[config.mk]
export PLATFORM = sky130hd
export DESIGN_NAME = shift_sequencer
export DESIGN_NICKNAME = d
export VERILOG_FILES = /design/src/rtl/shift_sequencer.sv
export SDC_FILE = /design/constraint.sdc
export NUM_CORES = 1
export LEC_CHECK = 0
export ABC_AREA = 1
export BUFFER_PORTS_ARGS = -buffer_cell sky130_fd_sc_hd__buf_2
export CORE_MARGIN = 2
export CORE_UTILIZATION = 30
export CTS_BUF_LIST = sky130_fd_sc_hd__clkbuf_8
export DETAILED_ROUTE_END_ITERATION = 10
export GPL_TIMING_DRIVEN = 1
export PLACE_DENSITY = 0.52
export SYNTH_ARGS = -nofsm -noshare
export SYNTH_HDL_FRONTEND = slang
export SYNTH_SLANG_ARGS = --single-unit
[constraint.sdc]
create_clock -name clk -period 1.55 [get_ports clk]
set_input_delay 0.155 -clock clk [delete_from_list [all_inputs] [get_ports clk]]
set_output_delay 0.155 -clock clk [all_outputs]
set_load 0.01 [all_outputs]
[src/rtl/shift_sequencer.sv]
// Shift-command sequencer: queues manual shift/clear requests, adds periodic auto steps,
// and hands commands out over a valid/ready port. Optional SHIFT_SEQ_OVF_FLAG_EN builds the sticky ovf flag.
module shift_sequencer #(
    parameter int unsigned TICK_DIV = 1000
) (
    input  logic       clk,
    input  logic       rst_n,
    input  logic       left_push,
    input  logic       right_push,
    input  logic       clear_push,
    input  logic       fill_l,
    input  logic       fill_r,
    input  logic       auto_en,
    input  logic       auto_dir,
    input  logic       auto_fill,
    input  logic       cmd_ready,
    output logic       cmd_valid,
    output logic [1:0] cmd_op,
    output logic       cmd_bit,
    output logic [2:0] fifo_level,
    output logic       auto_active,
    output logic       ovf
);

    typedef enum logic {IDLE = 1'b0, ISSUE = 1'b1} state_t;
    typedef enum logic [1:0] {
        OP_NONE = 2'b00,
        OP_SHL  = 2'b01,
        OP_SHR  = 2'b10,
        OP_CLR  = 2'b11
    } op_t;

    state_t      state_q, state_d;
    op_t         op_q, op_d;
    logic        bit_q, bit_d;
    logic [2:0]  mem_q [4];
    logic [2:0]  mem_d [4];
    logic [1:0]  rd_q, rd_d;
    logic [2:0]  level_q, level_d;
    logic [15:0] tick_q, tick_d;
    logic        pend_q, pend_d;
    logic        act_q;

    logic        do_clr, do_l, do_r, full, empty, pop, serve, wrap;
    logic [1:0]  wr_idx;

    always_comb begin
        do_clr = clear_push;
        do_l   = left_push & ~clear_push;
        do_r   = right_push & ~clear_push & ~left_push;
        full   = (level_q == 3'd4);
        empty  = (level_q == 3'd0);
        wr_idx = rd_q + level_q[1:0];
        // A clear replaces the queue contents this edge, so the old head is not popped.
        pop    = (state_q == IDLE) & ~empty & ~do_clr;
        serve  = (state_q == IDLE) & empty & pend_q & auto_en & ~do_clr;
        wrap   = (tick_q == 16'(TICK_DIV - 1));
    end

    always_comb begin
        state_d = state_q;
        op_d    = op_q;
        bit_d   = bit_q;
        mem_d   = mem_q;
        rd_d    = rd_q;
        level_d = level_q;
        tick_d  = '0;
        pend_d  = 1'b0;

        case (state_q)
            IDLE: begin
                if (pop) begin
                    state_d = ISSUE;
                    op_d    = op_t'(mem_q[rd_q][2:1]);
                    bit_d   = mem_q[rd_q][0];
                end else if (serve) begin
                    state_d = ISSUE;
                    op_d    = auto_dir ? OP_SHR : OP_SHL;
                    bit_d   = auto_fill;
                end
            end
            ISSUE: begin
                if (cmd_ready) state_d = IDLE;
            end
        endcase

        if (pop) begin
            rd_d    = rd_q + 2'd1;
            level_d = level_q - 3'd1;
        end

        // Fullness is judged before the pop, so a same-edge pop never makes room.
        if (do_clr) begin
            rd_d     = '0;
            level_d  = 3'd1;
            mem_d[0] = {OP_CLR, 1'b0};
        end else if ((do_l | do_r) && !full) begin
            mem_d[wr_idx] = do_l ? {OP_SHL, fill_l} : {OP_SHR, fill_r};
            level_d       = level_d + 3'd1;
        end

        if (auto_en) begin
            tick_d = wrap ? '0 : tick_q + 16'd1;
            pend_d = (pend_q & ~serve) | wrap;
        end
        if (do_clr) pend_d = 1'b0;
    end

    always_ff @(posedge clk or negedge rst_n) begin
        if (!rst_n) begin
            state_q <= IDLE;
            op_q    <= OP_NONE;
            bit_q   <= 1'b0;
            rd_q    <= '0;
            level_q <= '0;
            tick_q  <= '0;
            pend_q  <= 1'b0;
            act_q   <= 1'b0;
            for (int unsigned i = 0; i < 4; i++) mem_q[i] <= '0;
        end else begin
            state_q <= state_d;
            op_q    <= op_d;
            bit_q   <= bit_d;
            rd_q    <= rd_d;
            level_q <= level_d;
            tick_q  <= tick_d;
            pend_q  <= pend_d;
            act_q   <= auto_en;
            for (int unsigned i = 0; i < 4; i++) mem_q[i] <= mem_d[i];
        end
    end

`ifdef SHIFT_SEQ_OVF_FLAG_EN
    logic ovf_q, ovf_d;

    always_comb begin
        ovf_d = ovf_q;
        if (do_clr) ovf_d = 1'b0;
        else if ((do_l | do_r) && full) ovf_d = 1'b1;
    end

    always_ff @(posedge clk or negedge rst_n) begin
        if (!rst_n) ovf_q <= 1'b0;
        else        ovf_q <= ovf_d;
    end

    assign ovf = ovf_q;
`else
    assign ovf = 1'b0;
`endif

    assign cmd_valid   = (state_q == ISSUE);
    assign cmd_op      = cmd_valid ? op_q : OP_NONE;
    assign cmd_bit     = cmd_valid & bit_q;
    assign fifo_level  = level_q;
    assign auto_active = act_q;

endmodule

== Yosys cells after proc, flatten, opt, wreduce, memory -nomap -nowiden ==
Index checks and enable logic that the tools add are counted.

* Memory bits (writable): 0
* Memory bits (read-only): 0
* Memories: 0
* Register bits after elaboration: 39
* Bits in latches: 0
* Word-level logic and storage cells: 79

* $lt $le $gt $ge: 3
* $add $sub $neg: 5
* $mul: 0
* Bitwise logic cells: 20
* Shift operators: 0
* Reduce and logical (&&, ||, !) cells: 9
* Equal/unequal tests: 2
* Mux-type cells: 28
* Divide/modulo/power cells: 0

{| class="wikitable"
|+ Operators by type and width
! operator !! count
|-
| two-way mux 16 bit || 2
|-
| two-way mux 3 bit || 8
|-
| adder 16 x 1 -> 16 bit (second input constant) || 1
|-
| == test 16 x 10 -> 1 bit (second input constant) || 1
|-
| bitwise mux 12 bit || 1
|-
| two-way mux 12 bit || 1
|-
| two-way mux 2 bit || 6
|-
| bitwise AND 1 bit || 11
|-
| two-way mux 1 bit || 7
|-
| binary-select mux 3 bit (select 2 bit) || 1
|-
| demux 3 bit (select 2 bit) || 1
|-
| >= comparator 3 bit (second input constant) || 2
|-
| NOT 2 -> 3 bit || 2
|-
| nonzero test 2 bit || 3
|-
| NOT 1 bit || 5
|-
| AND reduction 2 bit || 2
|-
| adder 3 x 1 -> 3 bit (second input constant) || 1
|-
| == test 3 bit (second input constant) || 1
|-
| zero test 3 bit || 1
|-
| < comparator 3 x 1 -> 1 bit (second input constant) || 1
|-
| subtractor 3 x 1 -> 3 bit (second input constant) || 1
|-
| adder 2 x 1 -> 2 bit (second input constant) || 1
|-
| adder 2 bit || 1
|-
| logical AND 1 bit || 2
|-
| 3 further kinds || 4
|}

== Logic depth before layout (Yosys ltp) ==
Gate-level depths: netlist (run 1).

* Depth after elaboration: 10
* Gate-level depth with buffers: 11
* Mapped depth without buffers: 11

== Worst setup path after synthesis (run 1) ==
No wires, ideal clock.

* Path type: register to register
* Start: register level_q[0], in the netlist fifo_level[0]
* End: register level_q[1], in the netlist fifo_level[1]
* Clock period less this slack: 1.759 ns
* Data required time: 1.429 ns
* Library setup time: 0.121 ns
* Arrival time: 1.638 ns
* Stages on the path, launching flop included: 8
* Path slack: -0.209 ns
* Path through: dfrtp_1 > inv_1 > ha_1 > nand2_1 > nand2_4 > xor2_2 > ha_1 > a22o_2

* Longest elaborated chain between the ends: 8
* Elaborated cells between the ends (all ways): 12
* Classes of those cells: 2 x add/sub; 1 x eq/ne; 3 x mux; 3 x bitwise; 3 x reduce/logical

{| class="wikitable"
|+ Ends and longest elaborated chain
! element !! RTL line !! RTL
|-
| from (decl) || 39 || <nowiki>logic [2:0] level_q, level_d;</nowiki>
|-
| from (signal assigned) || 125 || <nowiki>level_q <= level_d;</nowiki>
|-
| zero test 3 bit || 52 || <nowiki>empty = (level_q == 3'd0);</nowiki>
|-
| NOT 1 bit || 55 || <nowiki>pop = (state_q == IDLE) & ~empty & ~do_clr;</nowiki>
|-
| bitwise AND 1 bit (2 in series) || 55 ||
|-
| two-way mux 3 bit || 87 || <nowiki>if (pop) begin</nowiki>
|-
| adder 3 x 1 -> 3 bit || 99 || <nowiki>level_d = level_d + 3'd1;</nowiki>
|-
| two-way mux 3 bit (*) || 97 || <nowiki>end else if ((do_l | do_r) && !full) begin</nowiki>
|-
| two-way mux 3 bit (*) || 93 || <nowiki>if (do_clr) begin</nowiki>
|-
| via level_d[1] || 39 ||
|}

The timed path passes the listed nets; every way through them passes the cells marked *.
A chain may end at the register's enable or synchronous reset.

== Worst setup path in the final report (run 1) ==
Ends and elaborated chain as after synthesis.

==> summary.txt, run 1 <==
Synth
  – Xor/xnor share of the synthesized area: 0.01109
  – Cell taking the most area after synthesis: dfrtp_1
  – Synth Net Count: ~320
  – Post-Synth Adder-Cell Area: 0.02772
  – Largest family of logic cells by synthesized area: simple AND/OR/NAND/NOR gates
  – Post-synth cell types: 34
  – Post-synthesis compound-gate area fraction: 0.07206
  – Yosys reg bits: 39
  – Top cells by area, synth: dfrtp_1 43%, nand2_1 14%, inv_1 6.7%
  – Cell count after synthesis: 300
  – Synth Area in Simple Gates: 0.3681
  – Seq/Total Area, Yosys: 0.4324
  – Multiplexer share of the synthesized area: 0
  – Synth Area per Inst: ~7.5 um^2
  – Number of synthesis warnings: 0
  – Area share of the largest cell type after synthesis: 0.4324
  – Synthesized area: 2257 um^2

GRT
  – Vias in the first global route: around 1.9k
  – Initial antenna violation count: 0
  – Total global-route track usage: 0.1329
  – First-pass GRT wire length: roughly 8900 um
  – Largest net degree at the start of global routing: 40
  – Grt ovf: 0

Clock tree
  – Clock tree from TritonCTS: built
  – Clock latency on the worst-skew pair: roughly 0.3 ns
  – Clock Sinks: 39
  – Total CTS buffers: 5
  – H-tree level count: 2
  – Clock Pin Slew Worst Setup and Hold Paths: roughly 0.08 ns
  – CTS max path bufs: 2
  – CTS Root Cell: clkbuf_8

Timing
  – Min Tclk post-route: 1.542 ns
  – Worst setup margin: 0.008072 ns
  – Setup Viol. Count Final: 0
  – Period Utilization, post-route: 0.9948
  – Fmax: between 0.6 and 0.7 GHz
  – Hold violation total from the final report: 0
  – Slew Viols, Final: 0
  – Worst Clk Skew: ~0.016 ns
  – RSZ-0062 raised after global routing: true

Placement
  – Placer Congestion: about 0.81
  – Port bufs: 18
  – Place WS: 0.002464 ns
  – Post-DP HPWL: 3813 um
  – Placed cell area: between 2000 and 3000 um^2

Drt
  – Vias: between 1.5k and 2k
  – DRT iter0 DRCs: between 70 and 80
  – Post-DR wirelength/cell: roughly 11 um
  – DRT antenna net count: 0
  – Avg Vias per Cell: 4.405
  – DRT Pass-1 Iters: 5
  – Drt drc: 0
  – Routed wire length: around 4900 um

Outcome
  – Outcome: complete, no violations

Final layout
  – Fin area: approximately 2700 um^2
  – Area Overhead vs Synth: 20.84%
  – Nets: 355
  – Layout cell share with drive strength beyond 1: 0.2412
  – N_diodes: 0

Critical path
  – Cell mode on critical path: nand2_4
  – Crit. End Element: flop
  – Crit-path slowest cell: dfrtp_1
  – Crit-path cells: inv_2, ha_4, nand2_4, nand2_4, xor2_2, ha_1, a22o_2
  – CP startpoint kind: flop
  – Required time of the critical path: ~1.7 ns
  – Critical path class: flop to flop
  – CP Max Fanout: 4
  – Crit path arrival time: ~1.7 ns
  – Slowest Stage Delay on Critical Path: roughly 0.38 ns

Floorplan
  – Cell Rows: 31
  – Starting Density: 0.3112
  – Die width: slightly above 90 um
  – Core area: 7253 um^2
  – DIE HEIGHT: 90.74 um
  – I/O pins: 20
  – DIE AREA: a little over 8000 um^2

Run
  – Max Cap Violations: 0

Power and ir drop
  – Leak Pwr: between 1 and 1.5 nW
  – Power Total: 4.161 mW
  – Worst VDD drop: just over 0.7 mV
  – Power density over cell area: roughly 1500 nW/um^2

Min path
  – Hold Crit Class: primary input to flop
[sequential cells by signal, indices dropped and copies added (netlist names)]
signal / flops
cmd_valid: 1
op_q: 2
fifo_level: 3
tick_q: 16
auto_active: 1
mem_q: 12
pend_q: 1
rd_q: 2
bit_q: 1
[through the flow]
step                        util   TNS, ns  hold slack (ns)  cells
after floorplan                -  -0.06756          -0.1406    300
after global placement    0.3516         0           0.2492    425
after detailed placement  0.3516         0           0.2454    425
after CTS                 0.3719         0          0.03643    437
after global routing      0.3761   -0.1508          0.05001    439
final                     0.3761         0          0.04128    439
[layout make-up]
class	instances	area (um^2)
clock buffers	5	68.82
clock inverters	3	43.79
fillers	762	4526
inverters	46	172.7
multi-input cells	212	1120
flip-flops and latches	39	975.9
well taps	99	123.9
repair buffers	35	222.7
[placed cells by master, fill, tap and decap left out]
cell type,count
o21ai_1,3
buf_2,18
nor2_1,36
ha_1,4
nor3_4,1
o211ai_1,2
nand4_1,4
nand2_2,11
dfrtp_1,39
conb_1,1
nor3b_1,1
clkbuf_8,5
or2_1,1
xor2_1,1
xor2_2,1
a21oi_1,5
nor3_2,2
buf_4,15
nand3_4,1
o21ai_2,2
o21ai_0,13
dlygate4sd3_1,2
clkinv_4,1
clkinv_2,1
nor2_4,4
nand2_4,3
nor4_1,1
o21bai_1,1
nor3_1,8
a21boi_0,1
nor2_2,5
nand3_2,1
ha_4,1
bufinv_16,1
inv_1,38
nand2_1,76
nand3_1,21
a22o_2,1
inv_2,8
[cell usage after synthesis (all sizes together)]
library cell,n
a21boi,1
a21oi,5
a22o,1
buf,3
conb,1
dfrtp,39
ha,5
inv,46
nand2,90
nand3,23
nand4,4
nor2,45
nor3,11
nor3b,1
nor4,1
o211ai,2
o21ai,18
o21bai,1
or2,1
xor2,2
[where the power goes]
group	total [mW]	switching [mW]	internal, mW
Combinational	1.85	1.06	0.793
Sequential	1.45	0.175	1.28
Clock	0.859	0.379	0.480
Total	4.16	1.61	2.55
[per-layer routing]
metal  GRT usage  wire (um)
met1      0.1844       2512
met2      0.2096       2238
met3     0.02671        135
met4     0.03846         51
met5           0          0
[cells by family after synthesis]
| family | after synthesis |
|---|---|
| AOI/OAI and AO/OA | 28 |
| xor gates and xnor gates | 2 |
| adders and majority gates | 5 |
| buffers and inverters | 49 |
| DFF | 39 |
| other | 1 |
| and+or+nand+nor | 176 |
[critical path: cells and delay by family, from the launching register on]
kind / cells / cell delay (ns)
flip-flops: 1 / 0.38
AO/OA/AOI/OAI: 1 / 0.23
AND/OR/NAND/NOR: 2 / 0.13
buffers and inverters: 1 / 0.06
XOR/XNOR: 1 / 0.18
adder cells (fa/ha/maj): 2 / 0.44
[repair_timing]
| action | 4_1_cts | 5_1_grt |
|---|---|---|
| hold buffers | 2 | 0 |
| pin swaps | 2 | 6 |
| gates resized for setup | 0 | 6 |
| hold endpoints to repair | 40 | 0 |
| gates cloned | 0 | 0 |
| buffers inserted | 2 | 2 |
| endpoints found under the setup margin | 3 | 24 |
[worst paths after layout]
kind                            endpoint           from  slack, ns  depth (start not counted)
max in group asynchronous       mem_q[1]          rst_n       0.74                          3
hold reg to reg                 mem_q[4]       mem_q[4]       0.48                          2
min in group asynchronous     tick_q[11]          rst_n       0.44                          3
setup reg to reg           fifo_level[1]  fifo_level[0]      0.008                          7
setup / recovery           fifo_level[1]  fifo_level[0]      0.008                          7
hold / removal                 cmd_valid      cmd_ready       0.04                          2
Note: power is estimated with default switching activity, not from simulation.
==> inputs of run 2 (changes only) <==
--- a/config.mk
+++ b/config.mk
@@ -7,12 +7,14 @@
 export LEC_CHECK = 0
 export ABC_AREA = 1
 export BUFFER_PORTS_ARGS = -buffer_cell sky130_fd_sc_hd__buf_2
+export CELL_PAD_IN_SITES_DETAIL_PLACEMENT = 0
+export CELL_PAD_IN_SITES_GLOBAL_PLACEMENT = 1
 export CORE_MARGIN = 2
 export CORE_UTILIZATION = 30
 export CTS_BUF_LIST = sky130_fd_sc_hd__clkbuf_8
 export DETAILED_ROUTE_END_ITERATION = 10
 export GPL_TIMING_DRIVEN = 1
-export PLACE_DENSITY = 0.52
+export PLACE_DENSITY = 0.65
 export SYNTH_ARGS = -nofsm -noshare
 export SYNTH_HDL_FRONTEND = slang
 export SYNTH_SLANG_ARGS = --single-unit
==> run 2 against run 1 <==
  * Cell area grew 1.4%
  * Cell count rose by 1.1%
  * Fmax fell by 0.31%
  * Clock power is 8.7% lower
  * Combinational power about the same
  * Setup slack lost 0.0048 ns
  * First-iteration DRC count increased by 7.8%
  * Largest power group unchanged
==> summary.txt, run 2 (same netlist as run 1, synthesis figures left out) <==
Clock tree
  – Clock Sinks: 39 (unchanged)
  – CTS Root Cell: clkbuf_8 (unchanged)
  – CTS max path bufs: 2 (unchanged)
  – Total CTS buffers: 5 (unchanged)
  – Clock latency on the worst-skew pair: 0.30 ns (about the same)
  – H-tree level count: 2 (unchanged)
  – Clock Pin Slew Worst Setup and Hold Paths: 0.08 ns (about the same)
  – Clock tree from TritonCTS: built (unchanged)

Timing
  – Fmax: 0.6465 GHz (was 0.6485 GHz)
  – Period Utilization, post-route: 0.9979 (was 0.9948)
  – Slew Viols, Final: 0 (unchanged)
  – Setup Viol. Count Final: 0 (unchanged)
  – Fin Hold WS: 0.03577 ns (was 0.04128 ns)
  – Hold violation total from the final report: 0 (unchanged)
  – Setup TNS: 0 ns (unchanged)
  – RSZ-0062 raised after global routing: true (unchanged)
  – Min Tclk post-route: 1.547 ns (was 1.542 ns)
  – Worst Clk Skew: 0.007217 ns (was 0.01611 ns)

Final layout
  – N_diodes: 0 (unchanged)
  – Nets: 360 (was 355)
  – Area of the multi-input gates: 1117 um^2 (was 1120 um^2)
  – Area Overhead vs Synth: 22.56% (was 20.84%)
  – Biggest register: tick_q (unchanged)
  – Most common cell after layout, fill and taps aside: nand2_1 (unchanged)
  – Largest register FFs: 16 (unchanged)
  – Filler Cells Inserted: 796 (was 762)
  – Layout cell share with drive strength beyond 1: 0.2493 (was 0.2412)
  – Register Area: 975.9 um^2 (unchanged)
  – Most frequent cells in the layout: 78 x nand2_1, 39 x dfrtp_1, 38 x inv_1, 35 x nor2_1, 21 x nand3_1 (was 76 x nand2_1, 39 x dfrtp_1, 38 x inv_1, 36 x nor2_1, 21 x nand3_1)
  – Fin area: 2766 um^2 (was 2728 um^2)

Critical path
  – Crit. End Element: flop (unchanged)
  – CP delay by family, top: adder cells (unchanged)
  – Required time of the critical path: 1.74 ns (was 1.73 ns)
  – Cell mode on critical path: nand2_4 (unchanged)
  – Slowest Stage Delay on Critical Path: 0.39 ns (was 0.38 ns)
  – CP Max Fanout: 4 (unchanged)
  – CP startpoint kind: flop (unchanged)
  – Buf+Inv Stages, Crit Path: 1 (unchanged)
  – R2R depth: 7 (unchanged)
  – Critical path class: flop to flop (unchanged)
  – Crit-path slowest cell: dfrtp_1 (unchanged)
  – Crit path depth: 7 (unchanged)
  – Crit-path cells: inv_2, ha_4, nand2_4, nand2_4, xor2_2, ha_1, a22o_2 (unchanged)
  – Crit path arrival time: 1.74 ns (was 1.72 ns)

Run
  – Max Cap Violations: 0 (unchanged)

Drt
  – Post-DR wirelength/cell: 12.03 um (was 11.25 um)
  – Avg Vias per Cell: 4.376 (was 4.405)
  – Routed wire length: 5343 um (was 4937 um)
  – DRT iter0 DRCs: 83 (was 77)
  – DRT Pass-1 Iters: 4 (was 5)
  – Drt drc: 0 (unchanged)
  – DRT antenna net count: 0 (unchanged)
  – Vias: 1943 (was 1934)

Floorplan
  – DIE HEIGHT: 90.74 um (unchanged)
  – Core area: 7253 um^2 (unchanged)
  – Starting Density: 0.3112 (unchanged)
  – DIE AREA: 8234 um^2 (unchanged)
  – Cell Rows: 31 (unchanged)
  – I/O pins: 20 (unchanged)
  – Die width: 90.74 um (unchanged)

GRT
  – Vias in the first global route: 1918 (was 1930)
  – Largest net degree at the start of global routing: 25 (was 40)
  – Total global-route track usage: 0.1421 (was 0.1329)
  – First-pass GRT wire length: 9239 um (was 8866 um)
  – Grt ovf: 0 (unchanged)
  – Initial antenna violation count: 0 (unchanged)

Outcome
  – Outcome: complete, no violations (unchanged)

Power and ir drop
  – Power density over cell area: 1483 nW/um^2 (was 1526 nW/um^2)
  – Worst VDD drop: 0.5792 mV (was 0.7266 mV)
  – Leak Pwr: 1.370 nW (was 1.341 nW)
  – Power Total: 4.103 mW (was 4.161 mW)

Placement
  – Port bufs: 18 (unchanged)
  – Post-DP HPWL: 4059 um (was 3813 um)
  – Placed cell area: 2608 um^2 (was 2550 um^2)
  – Placer Congestion: 0.8415 (was 0.8123)

Min path
  – Hold Crit Class: primary input to flop (unchanged)
  – Hold Path Cell Cnt: 2 (unchanged)
==> run 2: changes by cell type in the layout (fill, tap and decap cells not counted), sizes merged <==
cell    delta
clkinv     -2
bufinv     -1
clkbuf     +2
buf        +5
inv        +1
==> run 2: where the power goes <==
part | switching, mW | total (mW) | internal (mW)
Combinational | 1.08 | 1.88 | 0.796
Clock | 0.384 | 0.784 | 0.400
Sequential | 0.165 | 1.44 | 1.28
Total | 1.63 | 4.10 | 2.48
==> run 2: worst reg2reg max path, cell delays in order, from the launching register on <==
cell and delay [ns]:
dfrtp_1 0.39, inv_2 0.06, ha_4 0.17, nand2_4 0.06, nand2_4 0.07, xor2_2 0.19
ha_1 0.27, a22o_2 0.23
==> run 2: worst paths after layout <==
kind / slack (ns) / startpoint / end
min: 0.04 / cmd_ready / cmd_valid
max in group asynchronous: 0.76 / rst_n / mem_q[6]
max reg2reg: 0.003 / fifo_level[0] / fifo_level[1]
min in group asynchronous: 0.31 / rst_n / tick_q[15]
max: 0.003 / fifo_level[0] / fifo_level[1]
min reg2reg: 0.48 / mem_q[4] / mem_q[4]
==> run 2: stage by stage <==
stage,cells,utilization,worst slack [ns]
2_1_floorplan,300,-,-0.06756
3_3_place_gp,431,0.3595,0.05253
3_5_place_dp,431,0.3595,0.02068
4_1_cts,442,0.3771,0.007038
5_1_grt,444,0.3814,-0.05339
6_report,444,0.3814,0.003274
==> run 2: routing by layer <==
layer	part of all wire	vias to the layer above	global-route usage
met5	0	-	0
met4	0.015	0	0.04615
met3	0.032	6	0.03005
met2	0.43	26	0.2083
met1	0.52	887	0.2075
li1	-	1024	-
==> run 2: area by class of cell <==
class	instances	area share
tap	99	0.04478
multi-input combinational	212	0.4039
inverter	46	0.06242
timing repair buffer	40	0.09995
clock inverter	1	0.001357
clock buffer	7	0.03483
sequential	39	0.3528
==> run 2: what timing repair did <==
action	4_1_cts	5_1_grt
resized for setup	0	7
endpoints found under the hold margin	16	0
hold buffers	2	0
setup endpoints to repair	1	23
pin swaps	1	6
buffers inserted	1	2
